### config.mk
export PLATFORM = sky130hd
export DESIGN_NAME = adc_frame_pkt
export DESIGN_NICKNAME = d
export VERILOG_FILES = /design/src/rtl/adc_frame_pkt.sv
export SDC_FILE = /design/constraint.sdc
export NUM_CORES = 1
export LEC_CHECK = 0
export BUFFER_PORTS_ARGS = -buffer_cell sky130_fd_sc_hd__buf_2
export CORE_ASPECT_RATIO = 0.8
export CORE_MARGIN = 2
export CORE_UTILIZATION = 45
export DETAILED_ROUTE_END_ITERATION = 6
export GPL_ROUTABILITY_DRIVEN = 0
export SLEW_MARGIN = 0
export SYNTH_ARGS = -nofsm -noshare
export SYNTH_HDL_FRONTEND = slang
export SYNTH_SLANG_ARGS = --single-unit
### constraint.sdc
create_clock -name i_clk -period 8.71 [get_ports i_clk]
set_input_delay 1.3065 -clock i_clk [delete_from_list [all_inputs] [get_ports i_clk]]
set_output_delay 1.3065 -clock i_clk [all_outputs]
set_load 0.01 [all_outputs]
### src/rtl/adc_frame_pkt.sv
`default_nettype none
// ============================================================================
// adc_frame_pkt : captures one multi-channel ADC sample set on request and
//                 serialises it as a byte frame HDR,CMD,LEN,{ch,bytes}*,CHK.
// Revision      : 1.0
// ============================================================================
module adc_frame_pkt #(
  parameter int          CH_NUM      = 8,
  parameter int          DATA_W      = 16,
  parameter logic [7:0]  HDR_BYTE    = 8'h55,
  parameter logic [7:0]  CMD_ID      = 8'h05,
  parameter int          TIMEOUT_CYC = 1000
) (
  input  logic                     i_clk,
  input  logic                     i_rst,
  input  logic [CH_NUM*DATA_W-1:0] i_sample_data,
  input  logic                     i_sample_valid,
  input  logic [CH_NUM-1:0]        i_ch_mask,
  input  logic                     i_cap_seek,
  output logic [7:0]               o_data,
  output logic                     o_valid,
  input  logic                     i_ready,
  output logic                     o_last,
  output logic [7:0]               o_len,
  output logic                     o_busy,
  output logic                     o_timeout,
  output logic                     o_seek_drop
);

  localparam int             c_NB   = DATA_W / 8;
  localparam int             c_TW   = (TIMEOUT_CYC > 1) ? $clog2(TIMEOUT_CYC) : 1;
  localparam logic [c_TW-1:0] c_TMAX = c_TW'(TIMEOUT_CYC - 1);

  typedef enum logic [1:0] {S_IDLE, S_WAIT_SMP, S_SEND} state_t;

  state_t                     r_state;
  logic [CH_NUM-1:0]          r_mask;
  logic [CH_NUM*DATA_W-1:0]   r_data;
  logic [c_TW-1:0]            r_tcnt;
  logic [7:0]                 r_idx;

  logic [7:0]                 w_cnt;
  logic [7:0]                 w_len;
  logic [7:0]                 w_chk;
  logic [7:0]                 w_byte;
  int                         w_pos;

  assign o_busy = (r_state != S_IDLE);

  always_comb begin
    w_cnt = 8'h00;
    w_chk = 8'h00;
    for (int k = 0; k < CH_NUM; k++) begin
      w_cnt = w_cnt + 8'(r_mask[k]);
      if (r_mask[k]) begin
        w_chk = w_chk ^ 8'(k + 1);
        for (int b = 0; b < c_NB; b++)
          w_chk = w_chk ^ r_data[(k+1)*DATA_W-1-8*b -: 8];
      end
    end
    w_len = w_cnt * 8'(c_NB + 1);
    w_chk = w_chk ^ CMD_ID ^ w_len;
  end

  // Byte r_idx of the frame, decoded from the latched mask and samples.
  always_comb begin
    w_byte = 8'h00;
    w_pos  = 3;
    for (int k = 0; k < CH_NUM; k++) begin
      if (r_mask[k]) begin
        if (int'(r_idx) == w_pos)
          w_byte = 8'(k + 1);
        for (int b = 0; b < c_NB; b++)
          if (int'(r_idx) == w_pos + 1 + b)
            w_byte = r_data[(k+1)*DATA_W-1-8*b -: 8];
        w_pos = w_pos + c_NB + 1;
      end
    end
    if (r_idx == 8'd1)
      w_byte = CMD_ID;
    if (r_idx == 8'd2)
      w_byte = w_len;
    if (r_idx == o_len - 8'd1)
      w_byte = w_chk;
  end

  always_ff @(posedge i_clk) begin
    if (i_rst) begin
      r_state     <= S_IDLE;
      r_mask      <= '0;
      r_data      <= '0;
      r_tcnt      <= '0;
      r_idx       <= 8'h00;
      o_data      <= 8'h00;
      o_valid     <= 1'b0;
      o_last      <= 1'b0;
      o_len       <= 8'h00;
      o_timeout   <= 1'b0;
      o_seek_drop <= 1'b0;
    end else begin
      o_timeout   <= 1'b0;
      o_seek_drop <= 1'b0;
      case (r_state)
        S_IDLE: begin
          if (i_cap_seek) begin
            r_mask  <= i_ch_mask;
            r_tcnt  <= '0;
            r_state <= S_WAIT_SMP;
          end
        end
        S_WAIT_SMP: begin
          o_seek_drop <= i_cap_seek;
          if (i_sample_valid) begin
            r_data  <= i_sample_data;
            r_idx   <= 8'd1;
            o_data  <= HDR_BYTE;
            o_valid <= 1'b1;
            o_last  <= 1'b0;
            o_len   <= w_len + 8'd4;
            r_state <= S_SEND;
          end else if (r_tcnt == c_TMAX) begin
            o_timeout <= 1'b1;
            r_state   <= S_IDLE;
          end else begin
            r_tcnt <= r_tcnt + 1'b1;
          end
        end
        S_SEND: begin
          o_seek_drop <= i_cap_seek;
          if (o_valid && i_ready) begin
            if (o_last) begin
              o_valid <= 1'b0;
              o_last  <= 1'b0;
              o_data  <= 8'h00;
              o_len   <= 8'h00;
              r_state <= S_IDLE;
            end else begin
              o_data <= w_byte;
              o_last <= (r_idx == o_len - 8'd1);
              r_idx  <= r_idx + 8'd1;
            end
          end
        end
        default: r_state <= S_IDLE;
      endcase
    end
  end

endmodule
`default_nettype wire
==> results.py, run 1 <==
metrics = {
    "cells_and_area": {
        "drive_gt1_share_pct": 13.4,
        "finalNonFillerCells": 2301,
        "final_nets": 2094,
        "diodes": 0,
        "synthToLayoutAreaGrowth_pct": 11.4,
        "n_fill_cell": 2929,
    },
    "critical_path": {
        "r2r-start": "r_mask[0]$_SDFFE_PP0P_",
        "critical-path-max-stage-delay_ns": 0.61,
        "r2r-end": "o_data[2]$_SDFFE_PP0P_",
        "crit_buf_inv": 4,
        "path_class": "flop to flop",
        "worstPathArrival_ns": 8.06,
        "regToRegSetupSlack_ns": 1.03,
        "cp_common_cell": "o21ai_0",
        "rr_worst_depth": 29,
        "cpLargestDelayFamily": "adder cells",
        "cp.required_ns": 9.08,
        "crit_slowest_cell": "dfxtp_1",
        "cp-start-kind": "flop",
        "crit_path_end_kind": "flop",
        "crit_fanout": 21,
    },
    "floorplanning": {
        "die_area_mm2": 0.0315,
        "start_util_pct": 46.0,
        "core_mm2": 0.0294,
        "fp.dieW_um": 198,
        "pin_count": 162,
        "chipHeight_um": 159,
        "rows": 56,
    },
    "logic_synthesis": {
        "synth_ff_type": "dfxtp_1",
        "syn_avg_cell_area_um2": 7.43,
        "syn_nets": 2005,
        "async_flop_share_pct": 0,
        "synth-edff-count": 0,
        "netlist_top_cells_area": "dfxtp_1, xnor2_1, nand2_1",
        "synth_warnings": 0,
        "synthCells": 1822,
        "synth_top_area_cell": "dfxtp_1",
        "synthDistinctLibCells": 105,
        "synth_area_mm2": 0.0135,
        "synth_seq_cells": 175,
        "yosys.area.top_type_share_pct": 25.9,
        "synth-seq-area-share_pct": 25.9,
    },
    "clock_tree": {
        "clk_latency_ns": 0.46,
        "ctsRootBufferMaster": "clkbuf_16",
        "cts_sinks": 175,
        "max-clock-path-buffers": 2,
        "cts-htree-levels": 4,
        "numCtsBuffers": 17,
        "cts_tree": "built",
        "cts_resized": 0,
        "clkTransAtPathRegs_ns": 0.08,
        "cts.hold.buffers_added": 0,
        "cts_setup_buffers": 0,
    },
    "timing": {
        "skew_ns": 0.0216,
        "fmax_ghz": 0.130,
        "setup_viol": 0,
        "hold_viol": 0,
        "hold_ws_ns": 0.485,
        "tightest_slew_ns": 1.13,
        "rsz0062_at_grt": "false",
        "fin_crit_ns": 7.68,
        "slew_viol_final": 0,
        "relSlewSlack_pct": 23.9,
        "timing.final.crit_share_pct": 88.2,
        "fin_tns_setup_ns": 0,
    },
    "global_route": {
        "grt-ovfl-total": 0,
        "grt_pass1_wl_mm": 70.4,
        "antenna_found_initial": 0,
        "first_global_vias": 12755,
        "grt_max_degree": 110,
        "grt_use_total_pct": 28.4,
    },
    "hold_path": {
        "hold_depth": 2,
        "hold_path.class": "flop to flop",
        "hp-start": "r_data[8]$_SDFFE_PP0P_",
        "holdPathEnd": "r_data[8]$_SDFFE_PP0P_",
    },
    "drt": {
        "ant_nets": 0,
        "drc": 0,
        "wl_per_cell_um": 19.6,
        "drt-total-wl_mm": 45.0,
        "viasPerCell": 5.85,
        "firstDrtPassIters": 6,
        "drtIter0Drc": 1128,
        "vias": 13471,
    },
    "placement": {
        "portBuffers": 160,
        "dp_hpwl_mm": 34.6,
        "dp.cells": 2269,
    },
    "power": {
        "p_leak_nw": 5.52,
        "irDropWorstVdd_mv": 0.144,
        "p_per_area_mw_per_mm2": 231,
    },
    "run": {
        "maxCapViolCount": 0,
    },
    "outcome": {
        "status": "finished, final reports clean",
    },
}
-- worst min-delay path, cell delays in order (launching register included) --
cell	delay (ns)
dfxtp_1	0.33
nand2_1	0.06
a21oi_1	0.05
-- per-stage QoR --
stage / cell area, um2 / power [mW] / utilization [%] / setup WS [ns]
after detailed placement: 14500 / 2.66 / 49.2 / 1.17
after CTS: 15100 / 3.47 / 51.2 / 1.14
final: 15100 / 3.49 / 51.2 / 1.03
after floorplan: 13500 / 2.27 / - / 2.18
after global placement: 14500 / 2.64 / 49.2 / 1.49
after global routing: 15100 / 3.71 / 51.2 / 0.339
-- worst max-delay path by stage --
stage                                       from                endpoint  slack [ns]  depth (start not counted)
after floorplan           r_mask[2]$_SDFFE_PP0P_  o_data[1]$_SDFFE_PP0P_        2.18                         30
after global placement    r_mask[0]$_SDFFE_PP0P_  o_data[1]$_SDFFE_PP0P_        1.49                         29
after detailed placement  r_mask[0]$_SDFFE_PP0P_  o_data[2]$_SDFFE_PP0P_        1.17                         27
after CTS                 r_mask[0]$_SDFFE_PP0P_  o_data[2]$_SDFFE_PP0P_        1.14                         27
after global routing      r_mask[0]$_SDFFE_PP0P_  o_data[5]$_SDFFE_PP0P_        0.34                         27
final                     r_mask[0]$_SDFFE_PP0P_  o_data[2]$_SDFFE_PP0P_        1.03                         29
-- flip-flops by register name (all words and copies together) (netlist names), 2 cells and up --
name	flops
r_tcnt	10
r_mask	8
o_len	7
r_idx	8
r_data	128
o_data	8
r_state	2
-- synthesized netlist by cell type (5+ instances only) --
library cell / n
nand3_1: 50
o211ai_1: 10
a211o_1: 7
xnor3_1: 11
o22a_1: 5
nor3b_1: 8
mux2i_1: 16
o21ai_0: 52
o22ai_1: 20
nor2_1: 153
a211oi_1: 15
xor2_1: 53
a221oi_1: 12
fa_1: 6
buf_1: 12
and2_1: 15
a22o_1: 11
nand4_1: 14
a22oi_1: 37
or3_1: 8
nor3_1: 27
ha_1: 36
buf_6: 6
clkbuf_1: 75
dfxtp_1: 175
buf_2: 6
nor2b_1: 9
buf_4: 6
nand2b_1: 10
nor4_1: 17
a21oi_1: 208
inv_1: 52
o31a_1: 7
o21ai_1: 6
a31oi_1: 7
nand2_1: 361
o221ai_1: 5
and3_1: 15
xnor2_1: 163
-- cell usage in the layout (no fill, tap or decap), drive strengths merged, types with 17 or more instances in the layout --
cell / count
xor2: 56
ha: 36
a21oi: 210
inv: 64
nor2: 154
nand3: 51
nand2: 361
buf: 175
xnor2: 167
a22oi: 40
clkbuf: 17
o22ai: 21
nor4: 17
o21ai: 59
dfxtp: 175
nor3: 29
-- logic make-up after synthesis --
| group | share of synthesized area [%] |
|---|---|
| AND/OR/NAND/NOR | 23.9 |
| AO/OA/AOI/OAI | 22.9 |
| XOR/XNOR | 16.7 |
| flip-flops | 25.9 |
| buffers and inverters | 5.08 |
| adder cells (fa/ha/maj) | 4.22 |
| multiplexers | 1.38 |
| other | 0.0277 |
-- area by class of cell --
| cell class | instances | area, um2 | area share [%] |
|---|---|---|---|
| Clock inverter | 15 | 188 | 1.24 |
| Inverter | 58 | 218 | 1.44 |
| Timing Repair Buffer | 175 | 916 | 6.07 |
| Multi-Input combinational cell | 1484 | 9360 | 62.1 |
| Clock buffer | 17 | 425 | 2.82 |
| Tap cell | 377 | 472 | 3.13 |
| Sequential cell | 175 | 3500 | 23.2 |
-- where the power goes --
group          switching, mW  internal [mW]
registers             0.0990          0.872
logic                   1.03          0.677
clock network          0.393          0.416
-- per-layer routing --
| layer | global-route usage, % | wire length [um] |
|---|---|---|
| met3 | 5.10 | 3060 |
| met1 | 40.8 | 21300 |
| met5 | 0 | 0 |
| met2 | 42.9 | 19400 |
| met4 | 9.33 | 1250 |
No activity file was read; power rests on OpenSTA's default activity.
==> run 2: changes to the inputs <==
Settings changed: SLEW_MARGIN 0 to 15.
Clock period 8.71 ns to 8.1 ns, I/O delays scaled along.
==> run 2 against run 1 <==
- wire length is 0.32% lower
- clock-buffer cell count is 2 higher
- register-to-register slack worse by 0.40 ns
- sequential power is 8% higher
- sequential share of layout area hardly changed
==> results.py, run 2 (synthesized netlist as in run 1, its figures left out) <==
metrics = {
    "outcome": {
        "status": "finished, final reports clean",
    },
    "clock_tree": {
        "max-clock-path-buffers": 2,
        "cts_sinks": 175,
        "cts-htree-levels": 4,
        "cts_setup_buffers": 0,
        "clkTransAtPathRegs_ns": 0.08,
        "cts_tree": "built",
        "ctsRootBufferMaster": "clkbuf_16",
        "cts.hold.buffers_added": 0,
        "cts_resized": 0,
        "clk_latency_ns": 0.44,
        "numCtsBuffers": 17,
    },
    "critical_path": {
        "cp.required_ns": 8.48,
        "crit_path_end_kind": "flop",
        "worstPathArrival_ns": 7.86,
        "path_class": "flop to flop",
        "cp_common_cell": "o21ai_0",
        "critical-path-max-stage-delay_ns": 0.59,
        "crit_fanout": 13,
        "cp-start-kind": "flop",
        "crit_slowest_cell": "dfxtp_1",
        "rr_worst_depth": 30,
        "regToRegSetupSlack_ns": 0.62,
    },
    "global_route": {
        "grt_use_total_pct": 28.1,
        "use_met2_pct": 42.8,
        "grt_pass1_wl_mm": 69.3,
        "grt-ovfl-total": 0,
        "antenna_found_initial": 0,
        "grtUsageMet1_pct": 40.6,
        "grt_busiest_layer": "met2",
        "first_global_vias": 12587,
        "grt_max_degree": 93,
        "grtUsageMet3_pct": 4.00,
    },
    "timing": {
        "fin_tns_setup_ns": 0,
        "hold_ws_ns": 0.485,
        "fmax_ghz": 0.134,
        "timing.final.crit_share_pct": 92.3,
        "tightest_slew_ns": 1.04,
        "setup_viol": 0,
        "relSlewSlack_pct": 30.6,
        "fin_crit_ns": 7.48,
        "slew_viol_final": 0,
        "skew_ns": 0.0197,
        "rsz0062_at_grt": "false",
        "hold_viol": 0,
    },
    "cells_and_area": {
        "final_cell_area_mm2": 0.0151,
        "final_util_pct": 51.3,
        "final_nets": 2094,
        "drive_gt1_share_pct": 13.4,
        "diodes": 0,
        "top_regs": "r_data: 128 flops, r_tcnt: 10 flops",
        "largest-register": "r_data",
        "final_cell_mix": "nand2_1, a21oi_1, dfxtp_1",
        "mostFrequentLayoutCell": "nand2_1",
        "largest_reg_flops": 128,
        "synthToLayoutAreaGrowth_pct": 11.5,
        "n_fill_cell": 2975,
        "finalNonFillerCells": 2301,
    },
    "drt": {
        "drt-total-wl_mm": 44.8,
        "viasPerCell": 5.86,
        "ant_nets": 0,
        "drc": 0,
        "firstDrtPassIters": 5,
        "vias": 13491,
        "wl_per_cell_um": 19.5,
        "drtIter0Drc": 1182,
    },
    "power": {
        "p_leak_nw": 5.53,
        "clock_power_share_pct": 22.9,
        "p_int_mw": 2.13,
        "pwr-share-comb_pct": 49.2,
        "p_per_area_mw_per_mm2": 248,
        "irDropWorstVdd_mv": 0.186,
        "p_sw_mw": 1.62,
        "seqPwrFrac_pct": 27.9,
        "sw_frac_of_total_pct": 43.3,
    },
    "floorplanning": {
        "pin_count": 162,
        "die_area_mm2": 0.0315,
        "core_mm2": 0.0294,
        "rows": 56,
        "chipHeight_um": 159,
        "fp.dieW_um": 198,
        "start_util_pct": 46.0,
    },
    "placement": {
        "dp.cells": 2269,
        "portBuffers": 160,
        "placed_cell_area_mm2": 0.0145,
        "dp_hpwl_mm": 34.5,
    },
    "run": {
        "maxCapViolCount": 0,
    },
    "hold_path": {
        "hold_path.class": "flop to flop",
        "hold_depth": 2,
    },
}
run 2: cell types whose count changed in the layout (fill, tap and decap cells not counted):
cell,delta
clkinv_4,+1
or2_1,+1
or2_0,-1
clkbuf_8,+2
inv_12,-1
clkinv_8,+1
inv_8,-2
clkinv_2,-1
run 2: power by group through the flow:
stage / sequential [mW] / combinational [mW] / clock (mW)
finish: 1.05 / 1.84 / 0.860
floorplan: 1.02 / 1.41 / 0
CTS: 1.04 / 1.82 / 0.873
global route: 1.05 / 2.00 / 0.910
detailed placement: 1.06 / 1.81 / 0
global placement: 1.06 / 1.78 / 0
run 2: per-layer routing:
metal	wire length (um)	part of all wire (%)	vias to the layer above
met3	3160	7.0	66
met4	1240	2.8	0
met1	21000	47	6382
met2	19500	43	514
met5	0	0	-
li1	-	-	6529
run 2: final timing paths:
check / startpoint / end
setup / recovery: r_mask[0]$_SDFFE_PP0P_ / o_data[1]$_SDFFE_PP0P_
hold / removal: r_data[60]$_SDFFE_PP0P_ / r_data[60]$_SDFFE_PP0P_
setup reg to reg: r_mask[0]$_SDFFE_PP0P_ / o_data[1]$_SDFFE_PP0P_
hold reg to reg: r_data[60]$_SDFFE_PP0P_ / r_data[60]$_SDFFE_PP0P_
run 2: through the flow:
step,worst slack (ns),total power [mW]
2_1_floorplan,1.57,2.44
3_3_place_gp,1.06,2.84
3_5_place_dp,0.782,2.87
4_1_cts,0.737,3.73
5_1_grt,0.0371,3.97
6_report,0.624,3.75
run 2: critical path: cells and delay by family (launching register included):
family	cells	cell delay [ns]
AOI/OAI and AO/OA	13	2.27
adders and majority gates	5	2.01
buffers and inverters	3	0.59
DFF	1	0.59
muxes	1	0.45
and+or+nand+nor	8	1.52
run 2: final cells by class:
| cell class | instances | area, um2 | share of cell area [%] |
|---|---|---|---|
| multi-input combinational | 1484 | 9360 | 62.0 |
| inverter | 58 | 218 | 1.44 |
| tap | 377 | 472 | 3.13 |
| sequential | 175 | 3500 | 23.2 |
| timing repair buffer | 175 | 916 | 6.07 |
| clock buffer | 19 | 453 | 3.00 |
| clock inverter | 13 | 169 | 1.12 |
==> run 3: changes to the inputs <==
Settings changed: CORE_MARGIN 2 to 5.
==> run 3 against run 2 <==
- via count decreased by 0.35%
- flip-flop and latch count unchanged
- combinational power barely moved
- clock power rose by 1%
- critical path depth did not move
- clock skew decreased by 0.0021 ns
- sequential share of layout area fell by 0.065 points
- die area is 6.9% higher
- total power is 0.35% higher
- register-to-register slack got worse by 0.07 ns
- critical path type unchanged
- largest power group unchanged
==> results.py, run 3 (synthesized netlist as in run 1, its figures left out) <==
metrics = {
    "timing": {
        "timing.final.crit_share_pct": 93.1,
        "fin_crit_ns": 7.54,
        "relSlewSlack_pct": 23.1,
        "fmax_ghz": 0.133,
        "skew_ns": 0.0176,
        "fin_tns_setup_ns": 0,
        "hold_viol": 0,
        "tightest_slew_ns": 1.14,
        "rsz0062_at_grt": "false",
        "setup_viol": 0,
        "slew_viol_final": 0,
    },
    "floorplanning": {
        "start_util_pct": 45.9,
        "pin_count": 162,
        "die_area_mm2": 0.0337,
        "chipHeight_um": 165,
        "rows": 56,
        "fp.dieW_um": 204,
        "core_mm2": 0.0295,
    },
    "cells_and_area": {
        "top_regs": "r_data: 128 flops, r_tcnt: 10 flops",
        "final_nets": 2093,
        "finalNonFillerCells": 2329,
        "drive_gt1_share_pct": 13.4,
        "diodes": 0,
        "mostFrequentLayoutCell": "nand2_1",
        "largest_reg_flops": 128,
        "largest-register": "r_data",
        "final_util_pct": 51.3,
        "synthToLayoutAreaGrowth_pct": 11.8,
        "final_cell_mix": "nand2_1, a21oi_1, dfxtp_1",
    },
    "critical_path": {
        "critical-path-max-stage-delay_ns": 0.61,
        "r2r-start": "r_mask[0]$_SDFFE_PP0P_",
        "r2r-end": "o_data[2]$_SDFFE_PP0P_",
        "worstPathArrival_ns": 7.91,
        "regToRegSetupSlack_ns": 0.56,
        "crit_end": "o_data[2]$_SDFFE_PP0P_",
        "rr_worst_depth": 30,
        "path_class": "flop to flop",
        "crit_path_end_kind": "flop",
        "crit_slowest_cell": "dfxtp_1",
        "cp.required_ns": 8.47,
        "crit_start": "r_mask[0]$_SDFFE_PP0P_",
        "crit_fanout": 13,
        "cp-start-kind": "flop",
    },
    "clock_tree": {
        "ctsRootBufferMaster": "clkbuf_16",
        "clk_latency_ns": 0.44,
        "cts_resized": 0,
        "cts-htree-levels": 4,
        "cts_sinks": 175,
        "cts_tree": "built",
        "clkTransAtPathRegs_ns": 0.08,
        "cts_setup_buffers": 0,
        "numCtsBuffers": 17,
        "cts.hold.buffers_added": 0,
        "max-clock-path-buffers": 2,
    },
    "hold_path": {
        "hold_path.class": "flop to flop",
    },
    "drt": {
        "drt-total-wl_mm": 45.3,
        "drc": 0,
        "wl_per_cell_um": 19.4,
        "ant_nets": 0,
        "firstDrtPassIters": 6,
        "viasPerCell": 5.77,
        "vias": 13444,
        "drtIter0Drc": 1192,
    },
    "outcome": {
        "status": "finished, final reports clean",
    },
    "power": {
        "p_per_area_mw_per_mm2": 249,
        "p_leak_nw": 5.52,
        "irDropWorstVdd_mv": 0.167,
    },
    "global_route": {
        "first_global_vias": 12664,
        "grt_pass1_wl_mm": 69.9,
        "grt_max_degree": 90,
        "grt-ovfl-total": 0,
        "grt_use_total_pct": 26.2,
        "antenna_found_initial": 0,
    },
    "placement": {
        "dp_hpwl_mm": 35.1,
        "dp.cells": 2297,
        "portBuffers": 160,
    },
    "run": {
        "maxCapViolCount": 0,
    },
}
[run 3: routing by layer]
layer / vias up / share of wire (%) / track usage, % / wire length [um]
met5: - / 0 / 0 / 0
met1: 6349 / 46 / 36.9 / 20800
met2: 499 / 43 / 40.8 / 19600
met3: 73 / 7.9 / 5.21 / 3580
li1: 6523 / - / - / -
met4: 0 / 3.0 / 8.34 / 1340
[run 3: final cells by class]
| cell class | instances | area (um2) |
|---|---|---|
| fillers | 2965 | 14400 |
| multi-input cells | 1484 | 9360 |
| flip-flops and latches | 175 | 3500 |
| repair buffers | 174 | 908 |
| well taps | 406 | 508 |
| clock buffers | 17 | 425 |
| inverters | 58 | 218 |
| clock inverters | 15 | 204 |
[run 3: per-stage QoR]
step                setup slack, ns  total power, mW  instance area (um2)  hold WS (ns)
floorplan                      1.57             2.44                13500         0.458
global placement               1.06             2.85                14500         0.470
detailed placement            0.749             2.87                14500         0.475
CTS                           0.721             3.75                15100         0.485
global route                 0.0204             3.99                15100         0.509
finish                        0.558             3.76                15100         0.483
[run 3: where the power goes]
| group | switching, mW | internal (mW) |
|---|---|---|
| Clock | 0.419 | 0.450 |
| Sequential | 0.108 | 0.938 |
| Combinational | 1.11 | 0.731 |
[run 3: worst min-delay path by stage]
stage	startpoint	slack [ns]	cells after the start	end
after floorplan	r_data[127]$_SDFFE_PP0P_	0.46	2	r_data[127]$_SDFFE_PP0P_
after detailed placement	r_data[72]$_SDFFE_PP0P_	0.48	2	r_data[72]$_SDFFE_PP0P_
final	r_data[72]$_SDFFE_PP0P_	0.48	2	r_data[72]$_SDFFE_PP0P_
after global placement	r_data[58]$_SDFFE_PP0P_	0.47	2	r_data[58]$_SDFFE_PP0P_
after CTS	r_data[6]$_SDFFE_PP0P_	0.48	2	r_data[6]$_SDFFE_PP0P_
after global routing	r_data[72]$_SDFFE_PP0P_	0.51	2	r_data[72]$_SDFFE_PP0P_
[run 3: critical path: cells and delay by family (launching register included)]
family	cells	cell delay, ns
compound gates	12	2.17
xor+xnor	1	0.21
fa+ha+maj	5	2.00
buf+inv	3	0.56
flops	1	0.61
simple gates	9	1.90
